## config.mk

```make
export PLATFORM = sky130hd
export DESIGN_NAME = instr_constraint_monitor_flat
export DESIGN_NICKNAME = d
export VERILOG_FILES = /design/src/rtl/instr_constraint_monitor_if.sv /design/src/rtl/instr_constraint_monitor.sv /design/src/flat_wrapper.sv
export SDC_FILE = /design/constraint.sdc
export NUM_CORES = 1
export LEC_CHECK = 0
export CAP_MARGIN = 20
export CORE_UTILIZATION = 45
export CTS_BUF_LIST = sky130_fd_sc_hd__clkbuf_8 sky130_fd_sc_hd__clkbuf_16
export CTS_CLUSTER_SIZE = 40
export DETAILED_ROUTE_END_ITERATION = 6
export PLACE_DENSITY = 0.75
export SLEW_MARGIN = 20
export SYNTH_ARGS = -nofsm -noshare
export SYNTH_HDL_FRONTEND = slang
export SYNTH_SLANG_ARGS = --single-unit
```

## constraint.sdc

```tcl
create_clock -name clk -period 3.7 [get_ports clk]
set_input_delay 0.74 -clock clk [delete_from_list [all_inputs] [get_ports clk]]
set_output_delay 0.74 -clock clk [all_outputs]
set_load 0.05 [all_outputs]
```

## src/rtl/instr_constraint_monitor_if.sv

```systemverilog
`default_nettype none
// +----------------------------------------------------------------------------+
// | instr_constraint_monitor_if : instruction-stream and violation-report bundle |
// | Revision: 1.0                                                                |
// +----------------------------------------------------------------------------+
interface instr_constraint_monitor_if #(
  parameter int NUM_CORES = 2,
  parameter int COUNT_W   = 16
);
  logic                      clear;
  logic [NUM_CORES-1:0]      instr_valid;
  logic [32*NUM_CORES-1:0]   instruction;
  logic [32*NUM_CORES-1:0]   rs1_value;
  logic [NUM_CORES-1:0]      stall;
  logic [NUM_CORES-1:0]      viol_flag;
  logic [4*NUM_CORES-1:0]    viol_code;
  logic                      any_viol;
  logic [COUNT_W-1:0]        viol_count;
  logic [32*NUM_CORES-1:0]   err_instr;

  modport master (
    output clear, instr_valid, instruction, rs1_value, stall,
    input  viol_flag, viol_code, any_viol, viol_count, err_instr
  );

  modport slave (
    input  clear, instr_valid, instruction, rs1_value, stall,
    output viol_flag, viol_code, any_viol, viol_count, err_instr
  );
endinterface
`default_nettype wire

```

## src/rtl/instr_constraint_monitor.sv

```systemverilog
`default_nettype none
// +----------------------------------------------------------------------------+
// | instr_constraint_monitor : per-core RISC-V instruction-stream legality      |
// | monitor with sticky flags, first-cause codes and a saturating counter.      |
// | Optional macro ERR_CAPTURE_EN: capture first offending instruction per core.|
// | Revision: 1.0                                                                |
// +----------------------------------------------------------------------------+
module instr_constraint_monitor #(
  parameter int NUM_CORES  = 2,
  parameter int MEM_LIMIT  = 1024,
  parameter int STALL_HOLD = 2,
  parameter int COUNT_W    = 16
) (
  input  wire logic                 clk,
  input  wire logic                 reset,
  instr_constraint_monitor_if.slave mon
);
  localparam logic [31:0]        c_mem_limit  = 32'(MEM_LIMIT);
  localparam logic [3:0]         c_stall_hold = 4'(STALL_HOLD);
  localparam logic [COUNT_W-1:0] c_count_max  = {COUNT_W{1'b1}};

  localparam logic [6:0] c_op_r = 7'b0110011;
  localparam logic [6:0] c_op_i = 7'b0010011;
  localparam logic [6:0] c_op_l = 7'b0000011;
  localparam logic [6:0] c_op_s = 7'b0100011;
  localparam logic [6:0] c_op_b = 7'b1100011;
  localparam logic [6:0] c_op_u = 7'b0110111;
  localparam logic [6:0] c_op_j = 7'b1101111;

  logic [NUM_CORES-1:0]      r_flag;
  logic [NUM_CORES-1:0][3:0] r_code;
  logic [COUNT_W-1:0]        r_count;
  logic [31:0]               r_hold [NUM_CORES];
  logic [3:0]                r_cnt  [NUM_CORES];

  logic [3:0]                w_code [NUM_CORES];
  logic [3:0]                w_nviol;
  logic [COUNT_W+3:0]        w_sum;
  logic [COUNT_W-1:0]        w_count_nxt;

  always_comb begin
    logic [31:0] ins;
    logic [31:0] rs1;
    logic [6:0]  op;
    logic [4:0]  rd;
    logic [2:0]  f3;
    logic [31:0] ld_addr;
    logic [31:0] st_addr;
    logic [3:0]  code;
    w_nviol = 4'd0;
    for (int n = 0; n < NUM_CORES; n++) begin
      ins     = mon.instruction[32*n +: 32];
      rs1     = mon.rs1_value[32*n +: 32];
      op      = ins[6:0];
      rd      = ins[11:7];
      f3      = ins[14:12];
      ld_addr = rs1 + {{20{ins[31]}}, ins[31:20]};
      st_addr = rs1 + {{20{ins[31]}}, ins[31:25], ins[11:7]};
      code    = 4'd0;
      if (mon.instr_valid[n]) begin
        if (!(op == c_op_r || op == c_op_i || op == c_op_l || op == c_op_s ||
              op == c_op_b || op == c_op_u || op == c_op_j))
          code = 4'd1;
        else if ((op == c_op_r || op == c_op_i || op == c_op_u) && rd == 5'd0)
          code = 4'd2;
        else if (op == c_op_l && rd == 5'd0)
          code = 4'd3;
        else if (op == c_op_l && (f3 == 3'b011 || f3 == 3'b110 || f3 == 3'b111))
          code = 4'd4;
        else if (op == c_op_l && ld_addr >= c_mem_limit)
          code = 4'd5;
        else if (op == c_op_s && (f3[2] || f3 == 3'b011))
          code = 4'd6;
        else if (op == c_op_s && st_addr >= c_mem_limit)
          code = 4'd7;
      end
      // Stall stability is checked whether or not the channel is valid.
      if (code == 4'd0 && r_cnt[n] != 4'd0 && ins != r_hold[n])
        code = 4'd8;
      w_code[n] = code;
      w_nviol   = w_nviol + 4'(code != 4'd0);
    end
  end

  assign w_sum       = (mon.clear ? {(COUNT_W+4){1'b0}} : {4'b0, r_count})
                     + {{COUNT_W{1'b0}}, w_nviol};
  assign w_count_nxt = (w_sum > {4'b0, c_count_max}) ? c_count_max : w_sum[COUNT_W-1:0];

  always_ff @(posedge clk or posedge reset) begin
    if (reset) begin
      r_flag  <= '0;
      r_code  <= '0;
      r_count <= '0;
      for (int n = 0; n < NUM_CORES; n++) begin
        r_hold[n] <= '0;
        r_cnt[n]  <= '0;
      end
    end else begin
      r_count <= w_count_nxt;
      for (int n = 0; n < NUM_CORES; n++) begin
        if (w_code[n] != 4'd0) begin
          if (!r_flag[n] || mon.clear) begin
            r_flag[n] <= 1'b1;
            r_code[n] <= w_code[n];
          end
        end else if (mon.clear) begin
          r_flag[n] <= 1'b0;
          r_code[n] <= 4'd0;
        end
        if (mon.stall[n]) begin
          r_hold[n] <= mon.instruction[32*n +: 32];
          r_cnt[n]  <= c_stall_hold;
        end else if (r_cnt[n] != 4'd0) begin
          r_cnt[n]  <= r_cnt[n] - 4'd1;
        end
      end
    end
  end

`ifdef ERR_CAPTURE_EN
  logic [NUM_CORES-1:0][31:0] r_err;

  always_ff @(posedge clk or posedge reset) begin
    if (reset) begin
      r_err <= '0;
    end else begin
      for (int n = 0; n < NUM_CORES; n++) begin
        if (w_code[n] != 4'd0) begin
          if (!r_flag[n] || mon.clear)
            r_err[n] <= mon.instruction[32*n +: 32];
        end else if (mon.clear) begin
          r_err[n] <= '0;
        end
      end
    end
  end

  assign mon.err_instr = r_err;
`else
  assign mon.err_instr = '0;
`endif

  assign mon.viol_flag  = r_flag;
  assign mon.viol_code  = r_code;
  assign mon.any_viol   = |r_flag;
  assign mon.viol_count = r_count;

endmodule
`default_nettype wire

```

## src/flat_wrapper.sv

```systemverilog
// flat-port wrapper written by rule: the top's interface ports become plain ports
module instr_constraint_monitor_flat 
#(
  parameter int NUM_CORES  = 2,
  parameter int MEM_LIMIT  = 1024,
  parameter int STALL_HOLD = 2,
  parameter int COUNT_W    = 16
)
  (clk, reset, mon_clear, mon_instr_valid, mon_instruction, mon_rs1_value, mon_stall, mon_viol_flag, mon_viol_code, mon_any_viol, mon_viol_count, mon_err_instr);
  instr_constraint_monitor_if #(.NUM_CORES(NUM_CORES), .COUNT_W(COUNT_W)) mon_i ();
  input  wire logic clk;
  input  wire logic reset;
  input wire logic [$bits(mon_i.clear)-1:0] mon_clear;
  input wire logic [$bits(mon_i.instr_valid)-1:0] mon_instr_valid;
  input wire logic [$bits(mon_i.instruction)-1:0] mon_instruction;
  input wire logic [$bits(mon_i.rs1_value)-1:0] mon_rs1_value;
  input wire logic [$bits(mon_i.stall)-1:0] mon_stall;
  output wire logic [$bits(mon_i.viol_flag)-1:0] mon_viol_flag;
  output wire logic [$bits(mon_i.viol_code)-1:0] mon_viol_code;
  output wire logic [$bits(mon_i.any_viol)-1:0] mon_any_viol;
  output wire logic [$bits(mon_i.viol_count)-1:0] mon_viol_count;
  output wire logic [$bits(mon_i.err_instr)-1:0] mon_err_instr;
  assign mon_i.clear = mon_clear;
  assign mon_i.instr_valid = mon_instr_valid;
  assign mon_i.instruction = mon_instruction;
  assign mon_i.rs1_value = mon_rs1_value;
  assign mon_i.stall = mon_stall;
  assign mon_viol_flag = mon_i.viol_flag;
  assign mon_viol_code = mon_i.viol_code;
  assign mon_any_viol = mon_i.any_viol;
  assign mon_viol_count = mon_i.viol_count;
  assign mon_err_instr = mon_i.err_instr;
  instr_constraint_monitor #(.NUM_CORES(NUM_CORES), .MEM_LIMIT(MEM_LIMIT), .STALL_HOLD(STALL_HOLD), .COUNT_W(COUNT_W)) u_core (.clk(clk), .reset(reset), .mon(mon_i));
endmodule
```

* Yosys cells after proc, flatten, opt, wreduce, memory -nomap -nowiden
Index checks and enable logic that the tools add are counted.
Word-level totals: flip-flop bits (word level) 98, input port bits 135
Operators by class: add/subtract/negate cells 8, magnitude comparators 5, equality and inequality tests 24, mux-type cells 34, reductions and logical operators 55
Operators by type and width (count):
- $add 32x32->32 | 4
- $ge 32x11->1 const B | 4
- $mux 4 | 25
- $ne 32x32->1 | 2
- $eq 7x6->1 const B | 6
- $mux 16 | 2
- $eq 7x7->1 const B | 4
- $logic_or 1x1->1 | 22
- $add 20x4->20 | 1
- $gt 20x16->1 const B | 1
- $logic_and 1x1->1 | 16
- $reduce_bool 4->1 | 4
- $eq 7x2->1 const B | 2
- $eq 7x5->1 const B | 2
- $eq 3x3->1 const B | 4
- $logic_not 5->1 | 2
- $logic_not 4->1 | 2
- $reduce_bool 2->1 | 4
- $sub 4x1->4 const B | 2
- $eq 3x2->1 const B | 2
- $mux 3 | 2
- $mux 1 | 5
- $ne 2x2->1 const B | 2
- $reduce_and 2->1 | 2
- 3 further kinds | 4

* Logic depth before layout (Yosys ltp)
Gate-level depths: netlist of the first run.
depth after elaboration 20, mapped depth 22

* Worst setup path after synthesis of the first run
No wires, ideal clock.
path kind input to register, start input mon_rs1_value[0], end register u_core.r_count[10], in the netlist u_core.mon.viol_count[10], arrival time 5.455 ns, required time 3.560 ns, slack -1.895 ns, cell stages on the path 20, buffers on the path 1, cell sequence ha_1 fa_1 a211oi_1 o21ai_0 and3_1 o211a_1 or4_4 a221oi_1 nand3_1 o31ai_2 a31oi_1 or4_1 ha_1 ha_1 fa_1 nand4_1 nor2_1 nand4_1 clkbuf_1 o21ai_0
Between the ends: word-level cells in the longest chain between the ends 20
Ends and longest elaborated chain:
- start: declaration | RTL line flat_wrapper.sv:16 | input wire logic [$bits(mon_i.rs1_value)-1:0] mon_rs1_value;
- $add 32x32->32 | RTL line instr_constraint_monitor.sv:58 | st_addr = rs1 + {{20{ins[31]}}, ins[31:25], ins[11:7]};
- $ge 32x11->1 | RTL line instr_constraint_monitor.sv:74 | else if (op == c_op_s && st_addr >= c_mem_limit)
- $logic_and 1x1->1 | RTL line instr_constraint_monitor.sv:74
- $mux 3 | RTL line instr_constraint_monitor.sv:74
- $mux 4 | RTL line instr_constraint_monitor.sv:72 | else if (op == c_op_s && (f3[2] || f3 == 3'b011))
- $mux 4 * | RTL line instr_constraint_monitor.sv:70 | else if (op == c_op_l && ld_addr >= c_mem_limit)
- $mux 4 * | RTL line instr_constraint_monitor.sv:68 | else if (op == c_op_l && (f3 == 3'b011 || f3 == 3'b110 || f3 == 3'b111))
- $mux 4 * | RTL line instr_constraint_monitor.sv:66 | else if (op == c_op_l && rd == 5'd0)
- [... 4 more ...]
- $logic_and 1x1->1 (2 in series) | RTL line instr_constraint_monitor.sv:78 | if (code == 4'd0 && r_cnt[n] != 4'd0 && ins != r_hold[n])
- $mux 4 * | RTL line instr_constraint_monitor.sv:78
- $reduce_bool 4->1 * | RTL line instr_constraint_monitor.sv:81 | w_nviol = w_nviol + 4'(code != 4'd0);
- $add 1x1->2 * | RTL line instr_constraint_monitor.sv:81
- $add 20x4->20 * | RTL line instr_constraint_monitor.sv:86 | + {{COUNT_W{1'b0}}, w_nviol};
- $gt 20x16->1 | RTL line instr_constraint_monitor.sv:87 | assign w_count_nxt = (w_sum > {4'b0, c_count_max}) ? c_count_max : w_sum[COUNT_W-1:0];
- $mux 16 * | RTL line instr_constraint_monitor.sv:87
- via u_core.w_count_nxt[10] | RTL line instr_constraint_monitor.sv:39 | logic [COUNT_W-1:0] w_count_nxt;
- end signal: assignment | RTL line instr_constraint_monitor.sv:99 | r_count <= w_count_nxt;
- end: declaration | RTL line instr_constraint_monitor.sv:32 | logic [COUNT_W-1:0] r_count;
Mark *: on every way through the listed nets, which the timed path passes. The rest lies on a longest branch. A chain may end at the register's enable or synchronous reset.

* Worst setup path in the final report of the first run
start input mon_rs1_value[3], end register u_core.r_count[13], in the netlist u_core.mon.viol_count[13]
The elaborated chain is that of the path after synthesis.

==> run metrics, run 1 <==
Compound-Gate Fraction of Synth Area=0.2246; simple-gate share of the synthesized area=0.2056; Final HPWL DP=33.19 mm; CTS Buf Count=9; Max Clock Freq=194.4 MHz; num ports=226; WP data required=3940 ps; Horiz. Die Dim=159.6 um; Syn Std Cell Area=11170 um2; Max clock buf depth=2; initial antenna violation count=1; Setup-failing EPs final=26; CP startpoint=mon_rs1_value[3]; total power=0.005604 W; Critical R2R Launch=u_core.r_hold[49]$_DFFE_PP0P_; PD cells=297.4 nW/um2; GR Util All Layers=0.3403; CP max stage delay=450 ps; Synth Area in XOR/XNOR=0.09017; crit path buf inv count=4; Setup Skew=18.27 ps; Primary FF master, synth=dfrtp_1; EDFF count, synth=0; Leakage=7.999 nW; largest family of logic cells by synthesized area=compound AO/OA/AOI/OAI gates; Worst R2R Setup Slack=-180 ps; Via density=5.964; worst vdd ir=0.0002364 V; Initial Util=0.4593; DRT antenna net count=0; slowest CP cell=or4_4; Synth Area in Adders=0.09745; R2R depth=17; share of layout cells above drive strength 1=0.4651; Post-synth ARST share=1.000; synthesized area per cell=8.214 um2; Critical Path AT=5390 ps; Clock transition at path regs=80 ps; area of the multi-input gates=10360 um2; drt pass-1 iters=5; Final Critical Period=5144 ps; Util after Layout=0.7750; violated checks=negative setup slack; Worst-Skew Late Latency=350 ps; most common cell in the synthesized netlist=nand2_1; Reg area=2452 um2; final WL=46.73 mm; Min-Delay Startpoint=u_core.r_cnt[5]$_DFFE_PP0P_; Max FO, Critical Path=5; dominant cell type by area after synthesis=dfrtp_1; CP Launch Type=input pin; main area contributors after synthesis=dfrtp_1 22%, ha_1 8.8%, xor2_1 6.8%, mux2_2 6.8%, a21oi_1 5.3%; routed len/inst=20.56 um; vias=13560; FF+latch count, synth=98; final worst slack=-1444 ps; mux share of post-synthesis cell area=0.08367; reg2reg end=u_core.mon.viol_count[13]$_DFF_PP0_; GR Overflow Total=0; CP delay by family, top=simple AND/OR/NAND/NOR gates; filler cell count=1560; clk root buf=clkbuf_16; Hold Path Depth=2; Pins Over Slew Limit=0; first-pass GRT wire length=69.00 mm; I/O Buffers=161; kind of critical path=in2reg; Residual DRC=0; largest net degree at the start of global routing=47; status=finished with violations; Final Hold Vio Count=0; Setup crit end kind=flop; Final period util=1.390; CTS sink count=98; Area growth, synth to finish=68.72%; Post-synth top cells=120 x nand2_1, 118 x a21oi_1, 98 x dfrtp_1; RSZ-0062 raised after global routing=yes; Layout Nets=2162; core area=24320 um2; sequential area share after synthesis=0.2195; Worst Tran Pin Value=862.8 ps; vias in the first global route=13110; YS warnings=0; Synth top area share=0.2195; Placer Congestion=0.9683; Hold Path Class=reg2reg; MaxCap Viol Count=0; Die ar.=25460 um2; setup tns final=-24880 ps; CP Cell Sequence=dlygate4sd2_1 -> buf_4 -> ha_4 -> a21o_1 -> a21oi_4 -> a21oi_2 -> buf_4 -> nor4_4 -> a21oi_2 -> a2111o_1 -> nor4_2 -> buf_4 -> a41o_1 -> a31oi_2 -> or4_4 -> ha_4 -> ha_4 -> a21oi_2 -> nor2b_2 -> nand3_2 -> nor3_4 -> nand2_1 -> xor2_1 -> o21ai_2; Slew headroom=0.4248; Synth Instances=1360; Synth cell types=89; CTS tree=done; Die Span Y=159.6 um; number of placement rows=57; WHS Endpoint=u_core.r_cnt[5]$_DFFE_PP0P_; H-tree depth=3; Detailed Route Iter0 Violations=1320
==> worst min-delay path, stage by stage (launching register included) <==
cell and delay [ps]:
dfrtp_1 340, o21ai_0 90, nand2b_1 70
==> stage by stage <==
| step | hold WS, ps | worst slack (ps) | std cells | instance area, um2 |
|---|---|---|---|---|
| CTS | 529.5 | -1416 | 2239 | 17840 |
| global route | 537.6 | -1668 | 2272 | 18840 |
| detailed placement | 506.2 | -2421 | 2160 | 15660 |
| global placement | 508.9 | -2464 | 2160 | 15660 |
| floorplan | 485.9 | -1434 | 1423 | 11580 |
| finish | 527.4 | -1444 | 2273 | 18850 |
==> metal layers <==
layer  global-route usage  wire [um]  up-vias
met3              0.04116       2935      218
met2               0.5891      22660      700
li1                     -          -     6129
met5                    0          0        -
met4               0.1451       2420        0
met1               0.4252      18720     6509
==> timing repair <==
item                       4_1_cts  5_1_grt
cloned                           3        0
setup buffers                   62       33
gates resized for setup        410      195
pin swaps                      141      122
setup endpoints to repair       26       26
hold buffers                     0        0
==> logic make-up after synthesis <==
| group | after synthesis |
|---|---|
| and+or+nand+nor | 441 |
| AOI/OAI and AO/OA | 378 |
| buffers and inverters | 158 |
| xor gates and xnor gates | 115 |
| DFF | 98 |
| muxes | 85 |
| adders and majority gates | 84 |
| other | 1 |
==> where the power goes <==
part	internal (W)	leakage, nW	switching (W)
registers	0.00121	1.19	0.000108
clock network	0.000482	0.148	0.000476
logic	0.00154	6.66	0.00178
total	0.00324	8.00	0.00237
==> worst max path at each step <==
stage,cells after the start,end
final,24,u_core.mon.viol_count[13]$_DFF_PP0_
after global routing,23,u_core.mon.viol_count[13]$_DFF_PP0_
after CTS,22,u_core.mon.viol_count[11]$_DFF_PP0_
after detailed placement,23,u_core.mon.viol_count[15]$_DFF_PP0_
after global placement,22,u_core.mon.viol_count[11]$_DFF_PP0_
after floorplan,21,u_core.mon.viol_count[11]$_DFF_PP0_
==> layout by cell type, fill, tap and decap left out, types with 62 or more instances in the layout <==
master,instances
ha_4,67
mux2_2,67
a21oi_1,65
conb_1,64
dfrtp_1,98
clkdlybuf4s50_1,72
nor2_1,62
nand2_1,106
xor2_1,86
buf_4,440
==> sequential cells by signal (all words and copies together) (netlist names) <==
signal                 count
u_core.r_cnt               8
u_core.mon.viol_flag       2
u_core.mon.viol_code       8
u_core.mon.viol_count     16
u_core.r_hold             64
==> cell type report <==
class                      count  share of cell area
multi-input combinational   1167              0.5500
timing repair buffer         625              0.2737
sequential                    98              0.1301
tap                          324             0.02151
clock buffer                   9             0.01195
inverter                      42            0.008498
clock inverter                 7            0.004182
antenna                        1           0.0001328
(Power assumes the default switching activity.)
==> run 2, diff against run 1 <==
--- a/config.mk
+++ b/config.mk
@@ -10,8 +10,10 @@
 export CTS_BUF_LIST = sky130_fd_sc_hd__clkbuf_8 sky130_fd_sc_hd__clkbuf_16
 export CTS_CLUSTER_SIZE = 40
 export DETAILED_ROUTE_END_ITERATION = 6
+export HOLD_SLACK_MARGIN = 0.06
 export PLACE_DENSITY = 0.75
 export SLEW_MARGIN = 20
 export SYNTH_ARGS = -nofsm -noshare
 export SYNTH_HDL_FRONTEND = slang
 export SYNTH_SLANG_ARGS = --single-unit
+export TNS_END_PERCENT = 100
==> results of run 2 <==
The final DEF is identical to that of run 1; final timing and power are the same.
